[src/rtl/cpu_types_pkg.sv]
// Shared types for the pipeline memory stage: word type, memory-stage state
// encoding and the word-address helper used for link/snoop comparisons.
package cpu_types_pkg;

    localparam int WORD_ADDR_LSB = 2;

    typedef logic [31:0] word_t;

    typedef enum logic [1:0] {
        IDLE   = 2'd0,
        ACCESS = 2'd1,
        HALTED = 2'd2
    } mem_state_t;

    // Two byte addresses refer to the same word when everything above the byte offset matches.
    function automatic logic sameWord(input word_t a, input word_t b);
        return a[31:WORD_ADDR_LSB] == b[31:WORD_ADDR_LSB];
    endfunction

endpackage

[src/rtl/mem_access_unit_link_reg.sv]
// LL/SC link register: set by a completed LL, cleared by SC completion,
// a coherence invalidate of the linked word, or a local store to that word.
module link_reg
    import cpu_types_pkg::*;
(
    input  logic        CLK,
    input  logic        nRST,
    input  logic        i_set,
    input  logic [31:0] i_setAddr,
    input  logic        i_clear,
    input  logic        i_storeHit,
    input  logic [31:0] i_storeAddr,
    input  logic        i_ccinv,
    input  logic [31:0] i_snoopAddr,
    output logic        o_linkValid,
    output logic [31:0] o_linkAddr
);

    logic  r_linkValid;
    word_t r_linkAddr;
    logic  w_snoopHitsLink;
    logic  w_snoopHitsSet;
    logic  w_storeHitsLink;

    assign w_snoopHitsLink = i_ccinv && sameWord(i_snoopAddr, r_linkAddr);
    assign w_snoopHitsSet  = i_ccinv && sameWord(i_snoopAddr, i_setAddr);
    assign w_storeHitsLink = i_storeHit && sameWord(i_storeAddr, r_linkAddr);

    // A snoop hitting the word being linked in the same cycle leaves the link invalid.
    always_ff @(posedge CLK or negedge nRST) begin
        if (!nRST) begin
            r_linkValid <= 1'b0;
            r_linkAddr  <= '0;
        end else if (i_set && !w_snoopHitsSet) begin
            r_linkValid <= 1'b1;
            r_linkAddr  <= i_setAddr;
        end else if (i_set || i_clear || w_snoopHitsLink || w_storeHitsLink) begin
            r_linkValid <= 1'b0;
        end
    end

    assign o_linkValid = r_linkValid;
    assign o_linkAddr  = r_linkAddr;

endmodule

[src/rtl/mem_access_unit.sv]
// MEM-stage controller: issues and holds the data-cache request until dhit,
// stalls upstream meanwhile, resolves LL/SC and holds the sticky halt.
module mem_access_unit
    import cpu_types_pkg::*;
#(
    parameter int WORD_W = 32
) (
    input  logic              CLK,
    input  logic              nRST,
    input  logic              valid_in,
    input  logic              dREN_in,
    input  logic              dWEN_in,
    input  logic              LL_in,
    input  logic              SC_in,
    input  logic              halt_in,
    input  logic [WORD_W-1:0] addr_in,
    input  logic [WORD_W-1:0] store_in,
    input  logic              dhit,
    input  logic [WORD_W-1:0] dmemload,
    input  logic              ccinv,
    input  logic [WORD_W-1:0] ccsnoopaddr,
    output logic              dmemREN,
    output logic              dmemWEN,
    output logic [WORD_W-1:0] dmemaddr,
    output logic [WORD_W-1:0] dmemstore,
    output logic [WORD_W-1:0] load_out,
    output logic              memwb_wen,
    output logic              mem_busy,
    output logic              halt_out
);

    mem_state_t r_state;
    mem_state_t w_nextState;

    word_t r_reqAddr;
    word_t r_reqData;
    logic  r_reqRen;
    logic  r_reqWen;
    logic  r_isLl;
    logic  r_isSc;

    logic  w_memOp;
    logic  w_latch;
    logic  w_linkSet;
    logic  w_linkClear;
    logic  w_storeHit;
    logic  w_linkValid;
    word_t w_linkAddr;

    assign w_memOp = valid_in && (dREN_in || dWEN_in);

    link_reg u_linkReg (
        .CLK         (CLK),
        .nRST        (nRST),
        .i_set       (w_linkSet),
        .i_setAddr   (r_reqAddr),
        .i_clear     (w_linkClear),
        .i_storeHit  (w_storeHit),
        .i_storeAddr (r_reqAddr),
        .i_ccinv     (ccinv),
        .i_snoopAddr (ccsnoopaddr),
        .o_linkValid (w_linkValid),
        .o_linkAddr  (w_linkAddr)
    );

    always_comb begin
        w_nextState = r_state;
        dmemREN     = 1'b0;
        dmemWEN     = 1'b0;
        dmemaddr    = '0;
        dmemstore   = '0;
        load_out    = '0;
        memwb_wen   = 1'b1;
        mem_busy    = 1'b0;
        halt_out    = 1'b0;
        w_latch     = 1'b0;
        w_linkSet   = 1'b0;
        w_linkClear = 1'b0;
        w_storeHit  = 1'b0;

        case (r_state)
            IDLE: begin
                if (valid_in && halt_in) begin
                    w_nextState = HALTED;
                end else if (w_memOp) begin
                    // An SC without a matching link retires at once and never touches the cache.
                    if (SC_in && !(w_linkValid && sameWord(w_linkAddr, addr_in))) begin
                        w_linkClear = 1'b1;
                    end else begin
                        mem_busy    = 1'b1;
                        memwb_wen   = 1'b0;
                        w_latch     = 1'b1;
                        w_nextState = ACCESS;
                    end
                end
            end
            ACCESS: begin
                dmemREN   = r_reqRen;
                dmemWEN   = r_reqWen;
                dmemaddr  = r_reqAddr;
                dmemstore = r_reqData;
                if (dhit) begin
                    load_out    = r_isSc ? {31'd0, w_linkValid && sameWord(w_linkAddr, r_reqAddr)}
                                         : dmemload;
                    w_linkSet   = r_isLl;
                    w_linkClear = r_isSc;
                    w_storeHit  = r_reqWen && !r_isSc;
                    w_nextState = IDLE;
                end else begin
                    mem_busy  = 1'b1;
                    memwb_wen = 1'b0;
                end
            end
            HALTED: begin
                memwb_wen = 1'b0;
                mem_busy  = 1'b1;
                halt_out  = 1'b1;
            end
            default: w_nextState = IDLE;
        endcase
    end

    always_ff @(posedge CLK or negedge nRST) begin
        if (!nRST) begin
            r_state <= IDLE;
        end else begin
            r_state <= w_nextState;
        end
    end

    // Request registers keep the cache request stable for the whole access.
    always_ff @(posedge CLK or negedge nRST) begin
        if (!nRST) begin
            r_reqAddr <= '0;
            r_reqData <= '0;
            r_reqRen  <= 1'b0;
            r_reqWen  <= 1'b0;
            r_isLl    <= 1'b0;
            r_isSc    <= 1'b0;
        end else if (w_latch) begin
            r_reqAddr <= addr_in;
            r_reqData <= store_in;
            r_reqRen  <= dREN_in;
            r_reqWen  <= dWEN_in;
            r_isLl    <= LL_in;
            r_isSc    <= SC_in;
        end
    end

endmodule
[config.mk]
export PLATFORM = sky130hd
export DESIGN_NAME = mem_access_unit
export DESIGN_NICKNAME = d
export VERILOG_FILES = /design/src/rtl/cpu_types_pkg.sv /design/src/rtl/mem_access_unit_link_reg.sv /design/src/rtl/mem_access_unit.sv
export SDC_FILE = /design/constraint.sdc
export NUM_CORES = 1
export LEC_CHECK = 0
export ABC_AREA = 1
export BUFFER_PORTS_ARGS = -buffer_cell sky130_fd_sc_hd__clkbuf_2
export CORE_MARGIN = 2
export CORE_UTILIZATION = 25
export CTS_BUF_LIST = sky130_fd_sc_hd__clkbuf_8
export CTS_CLUSTER_SIZE = 12
export DETAILED_ROUTE_END_ITERATION = 16
export PLACE_DENSITY = 0.47
export SETUP_SLACK_MARGIN = 0.3
export SYNTH_ARGS = -nofsm -noshare
export SYNTH_HDL_FRONTEND = slang
export SYNTH_SLANG_ARGS = --single-unit
[constraint.sdc]
create_clock -name CLK -period 1.73 [get_ports CLK]
set_input_delay 0.346 -clock CLK [delete_from_list [all_inputs] [get_ports CLK]]
set_output_delay 0.346 -clock CLK [all_outputs]
set_load 0.02 [all_outputs]
==> results of run 1 <==
==> worst min-delay path, cell delays in order <==
cell	delay [ns]
clkbuf_2	0.08
nand4_1	0.07
nand2_1	0.04
==> power by group through the flow <==
| stage | Clock (mW) | Sequential (mW) | Combinational, mW |
|---|---|---|---|
| 2_1_floorplan | 0 | 2.41 | 0.205 |
| 3_3_place_gp | 0 | 2.41 | 0.624 |
| 3_5_place_dp | 0 | 2.41 | 0.618 |
| 4_1_cts | 1.70 | 2.36 | 0.673 |
| 5_1_grt | 1.77 | 2.36 | 0.737 |
| 6_report | 1.65 | 2.36 | 0.682 |
==> cell families (layout without fill, tap and decap cells) <==
logic type / Yosys count / count (layout) / synth area share
simple gates: 652 / 652 / 0.4104
buf+inv: 189 / 634 / 0.1111
flops: 101 / 101 / 0.3837
compound gates: 71 / 71 / 0.05622
xor+xnor: 29 / 29 / 0.03856
==> worst min path at each step <==
stage / slack [ns] / cells after the start / start / end
after CTS: 0.13 / 3 / store_in[12] / r_reqData[12]
after global routing: 0.15 / 3 / store_in[25] / r_reqData[25]
after floorplan: 0.05 / 0 / nRST / r_isLl
final: 0.15 / 3 / store_in[17] / r_reqData[17]
after global placement: 0.31 / 1 / nRST / u_linkReg.o_linkAddr[18]
after detailed placement: 0.31 / 1 / nRST / u_linkReg.o_linkAddr[18]
==> cell usage after synthesis (all sizes together) <==
| cell | instances |
|---|---|
| nand2 | 386 |
| nor2 | 162 |
| inv | 141 |
| dfrtp | 101 |
| nand4 | 86 |
| o21ai | 54 |
| clkbuf | 33 |
| xnor2 | 23 |
| buf | 14 |
| o22ai | 10 |
| nand3 | 9 |
| a21oi | 6 |
| xor2 | 6 |
| nand3b | 4 |
| nor3 | 4 |
| a21boi | 1 |
| clkinv | 1 |
| or2 | 1 |
==> area by class of cell <==
class,count,share of cell area
clock buffer,9,0.008976
clock inverter,7,0.005622
inverter,142,0.03908
multi-input combinational,752,0.3538
sequential,101,0.1833
tap,335,0.03037
timing repair buffer,476,0.3788
==> metal layers <==
metal  global-route usage  up-vias  share of wire  wire (µm)
met2               0.3893      272           0.50      16530
met1               0.3080     4090           0.42      14010
met3              0.04766       50          0.059       1945
li1                     -     4155              -          -
met4              0.06634        4          0.021        714
met5                    0        -        0.00069         23
==> state kept, by name, indices dropped and copies added, names as in the netlist <==
| signal | cells |
|---|---|
| r_isLl | 1 |
| r_isSc | 1 |
| r_reqAddr | 32 |
| r_reqData | 32 |
| r_reqRen | 1 |
| r_reqWen | 1 |
| r_state | 2 |
| u_linkReg.o_linkAddr | 30 |
| u_linkReg.o_linkValid | 1 |
==> stage by stage <==
step	util	hold slack, ns
detailed placement	0.3776	0.3098
finish	0.5311	0.1538
global route	0.5311	0.1467
CTS	0.5014	0.1265
global placement	0.3776	0.3094
floorplan	-	0.05041
==> what timing repair did <==
action / 4_1_cts / 5_1_grt
pin swaps: 30 / 36
buffers inserted: 45 / 7
hold endpoints to repair: 22 / 0
gates resized for setup: 483 / 244
cloned: 30 / 5
hold buffers: 1 / 0
setup endpoints to repair: 201 / 201
==> results.yml, run 1 <==
critical_path:
  ff2ff_path_depth: 17
  rr_endpoint: "r_reqAddr[26]"
  path_class: "flip-flop to primary output"
  crit_path_top_delay_cell: "dfrtp_1"
  path_cells: "inv_2 > o21ai_2 > nor2_2 > nand2_1 > nor2_2 > nand2_2 > o21ai_2 > nand4_1 > buf_6 > nand2_8 > inv_4 > buf_8"
  arrival_ns: 2.16
  worstPathRequired_ns: 1.38
  rr_startpoint: "u_linkReg.o_linkAddr[11]"
  start_kind: "flip-flop"
  critPathCaptureType: "primary output"
  path_depth: 12
  crit_path_end: "memwb_wen"
  cp-startpoint: "u_linkReg.o_linkAddr[11]"
  cp_top_family: "simple AND/OR/NAND/NOR gates"
  crit_fanout: 3
  cp_slowest_stage_delay_ns: 0.41
  r2r_slack_ns: -0.74
  crit_buf_inv: 4
pwr:
  peakVddDrop_mv: 0.3667
  internal-power_mw: 3.207
  clkPwrFrac: 0.351
  p_switching_mw: 1.483
  power_density_nw_per_um2: 339.9
  combPwrFrac: 0.145
  swShare: 0.3162
  p_leak_nw: 6.626
  finalPower_mw: 4.691
  seq_power_share: 0.503
final_layout:
  seq_area_um2: 2530
  diodes: 0
  final_common_cell: "nand2_1"
  fill_cells: 2407
  design_area_um2: 13800
  multi_input_area_um2: 4882
  layout-drive-gt1-share: 0.5367
  area_growth_pct: 109.5
  final_nets: 1620
  fin_cells: 1822
  mostFrequentLayoutCells: "248 x nand2_1, 143 x buf_4, 134 x clkbuf_2"
drt:
  viasPerCell: 4.704
  drtPass1Iterations: 5
  wl_per_cell_um: 18.23
  final_antenna_net_count: 0
  wl_um: 33220
  drc: 0
  drt-initial-drc-count: 591
  vias: 8571
clock_tree:
  clock_sinks: 101
  worstSkewPairLatency_ns: 0.41
  clk_pin_slew_ns: 0.13
  cts.path.max_buffers: 2
  tritoncts: "built"
  cts_buffers: 9
  cts_root_buf: "clkbuf_8"
  htree_levels: 3
placement:
  hpwl_um: 20390
  dp.cells: 1718
  place.port_buffers: 236
  gp_congestion: 0.8673
  pre_cts_ws_ns: -0.5056
  dpl_cell_area_um2: 9813
grt:
  grt_usage: 0.2338
  grt_pass1_wl_um: 49890
  grt_pass1_vias: 8511
  grt_start_max_net_pins: 70
  globalRouteOverflowTotal: 0
  antenna_found_initial: 2
synthesis:
  synth_cells: 1042
  synth_top_area_cell: "dfrtp_1"
  ys_seq_area_frac: 0.3837
  synth-seq-cells: 101
  yosysTopAreaCellShare: 0.3837
  yosysUniqueCellTypes: 24
  ys_warn_count: 0
  synth_area_leaders: "dfrtp_1 38%, nand2_1 22%, nor2_1 9.2%"
  syn_area_um2: 6588
  synth_nets: 1180
  avgSynthCellArea_um2: 6.322
sta:
  rsz0062_at_grt: "yes"
  timing.final.crit_share: 1.449
  max_slew_margin: 0.7293
  timing.final.crit_period_ns: 2.507
  hold_violations: 0
  worstMarginPinSlew_ns: 0.4060
  drv_slew: 0
  final-setup-viol-count: 200
  clock_skew_ns: 0.02808
  layout_setup_ws_ns: -0.7767
  final.setup.tns_ns: -78.57
  fmax_ghz: 0.3989
hold_path:
  hold_path_class: "primary input to flip-flop"
die:
  die_w_um: 166.3
  dieArea_um2: 27660
  fp.dieH_um: 166.3
  rows: 59
  ios: 239
  core_area_um2: 25980
  start_util: 0.2535
run_status:
  status: "finished, violations left"
  violations: "negative setup slack"
job:
  max_cap_viol_count: 0
(Power assumes the default switching activity.)
==> inputs of run 2 (changes only) <==
- PLACE_DENSITY: 0.47 -> 0.5
==> results.yml, run 2 (synthesis results as in run 1) <==
run_status:
  status: "finished, violations left"
  violations: "negative setup slack"
placement:
  place.port_buffers: 236
  pre_cts_ws_ns: -0.6291
  gp_congestion: 0.8560
  hpwl_um: 19690
  dp.cells: 1708
drt:
  vias: 8480
  final_antenna_net_count: 0
  wl_per_cell_um: 17.58
  viasPerCell: 4.644
  drc: 0
  drtPass1Iterations: 5
  wl_um: 32100
  drt-initial-drc-count: 546
critical_path:
  worstPathRequired_ns: 2.07
  critPathCaptureType: "flip-flop"
  start_kind: "flip-flop"
  path_class: "flip-flop to flip-flop"
  ff2ff_path_depth: 18
  rr_startpoint: "u_linkReg.o_linkAddr[21]"
  r2r_slack_ns: -0.84
  arrival_ns: 2.91
  rr_endpoint: "r_reqAddr[29]"
  crit_fanout: 8
grt:
  grt_pass1_wl_um: 48140
  grt_start_max_net_pins: 70
  grt_usage: 0.2241
  globalRouteOverflowTotal: 0
  grt_pass1_vias: 8498
  antenna_found_initial: 5
sta:
  timing.final.crit_share: 1.487
  clock_skew_ns: 0.02109
  holdWs_ns: 0.1572
  layout_setup_ws_ns: -0.8429
  drv_slew: 0
  fmax_ghz: 0.3887
  timing.final.crit_period_ns: 2.573
  max_slew_margin: 0.7151
  hold_violations: 0
  worstMarginPinSlew_ns: 0.4274
  rsz0062_at_grt: "yes"
  final-setup-viol-count: 200
final_layout:
  area_growth_pct: 104.4
  finish.utilization: 0.5182
  final_nets: 1621
  layout-drive-gt1-share: 0.5027
  final_common_cell: "nand2_1"
  fin_cells: 1826
  mostFrequentLayoutCells: "306 x nand2_1, 151 x buf_4, 134 x clkbuf_2"
  fill_cells: 2425
clock_tree:
  clk_pin_slew_ns: 0.13
  cts_root_buf: "clkbuf_8"
  clock_sinks: 101
  tritoncts: "built"
  cts_buffers: 9
  worstSkewPairLatency_ns: 0.41
  cts.path.max_buffers: 2
  htree_levels: 3
pwr:
  p_leak_nw: 6.511
  power_density_nw_per_um2: 356.0
  peakVddDrop_mv: 0.3519
  finalPower_mw: 4.794
die:
  core_area_um2: 25980
  ios: 239
  start_util: 0.2535
  fp.dieH_um: 166.3
  dieArea_um2: 27660
  die_w_um: 166.3
  rows: 59
hold_path:
  worstHoldStart: "store_in[18]"
  min_to: "r_reqData[18]"
  hold_path_class: "primary input to flip-flop"
  holdPathStages: 3
job:
  max_cap_viol_count: 0
[run 2: changes by cell type in the layout (fill, tap and decap cells not counted), moves of 6 or more]
| cell | change |
|---|---|
| buf_6 | +10 |
| nand2_2 | -42 |
| buf_8 | -6 |
| buf_16 | -6 |
| buf_4 | +8 |
| nand2_1 | +58 |
| nand2_4 | -16 |
[run 2: area by class of cell]
class	instances	area, µm²	area share
Antenna cell	3	7.507	0.0005575
Clock buffer	10	137.6	0.01022
Clock inverter	6	53.80	0.003995
Tap cell	335	419.2	0.03113
Inverter	142	539.3	0.04004
Multi-Input combinational cell	752	4743	0.3522
Timing Repair Buffer	477	5036	0.3740
Sequential cell	101	2530	0.1879
[run 2: how the worst max path moves through the flow]
stage / from / end / depth (start not counted)
after detailed placement: addr_in[12] / memwb_wen / 14
after floorplan: u_linkReg.o_linkAddr[18] / memwb_wen / 11
after CTS: u_linkReg.o_linkAddr[21] / memwb_wen / 12
after global placement: addr_in[12] / memwb_wen / 14
after global routing: u_linkReg.o_linkAddr[8] / memwb_wen / 13
final: u_linkReg.o_linkAddr[21] / r_reqAddr[29] / 18
[run 2: timing repair]
action,in CTS,in global routing
resized for setup,392,257
hold buffers,1,0
gates cloned,25,3
hold endpoints to repair,13,0
setup buffers,49,21
pin swaps,39,56
endpoints found under the setup margin,201,201
[run 2: metal layers]
layer  vias to the layer above  global-route usage  routed length, µm  part of all wire
li1                       4145                   -                  -                 -
met1                      3970              0.2848              13200              0.41
met2                       310              0.3850              15980              0.50
met3                        53             0.04814               2109             0.066
met4                         2             0.06184                785             0.024
met5                         -                   0                 16           0.00050
[run 2: report_power, final]
group	switching, mW	internal [mW]
Combinational	0.446	0.362
Clock	1.03	0.597
Sequential	0	2.36
[run 2: per-stage QoR]
step                      setup TNS (ns)  cell area [µm²]
after floorplan                  -0.1042             7238
final                             -90.12            13470
after global routing             -107.29            13460
after detailed placement          -38.13             9756
after CTS                         -80.11            12650
after global placement            -36.86             9756
[run 2: worst max-delay path, cell delays in order, from the launching register on]
cell	delay [ns]
dfrtp_1	0.44
nand2_2	0.12
o21ai_1	0.07
nor2_1	0.10
nand2_1	0.09
nor2_1	0.17
nand2_2	0.11
buf_6	0.13
buf_6	0.10
buf_6	0.10
buf_6	0.11
nor2_4	0.12
nor2_4	0.06
nor2_4	0.15
buf_4	0.15
buf_12	0.14
buf_16	0.16
nand4_1	0.09
nand2_1	0.08
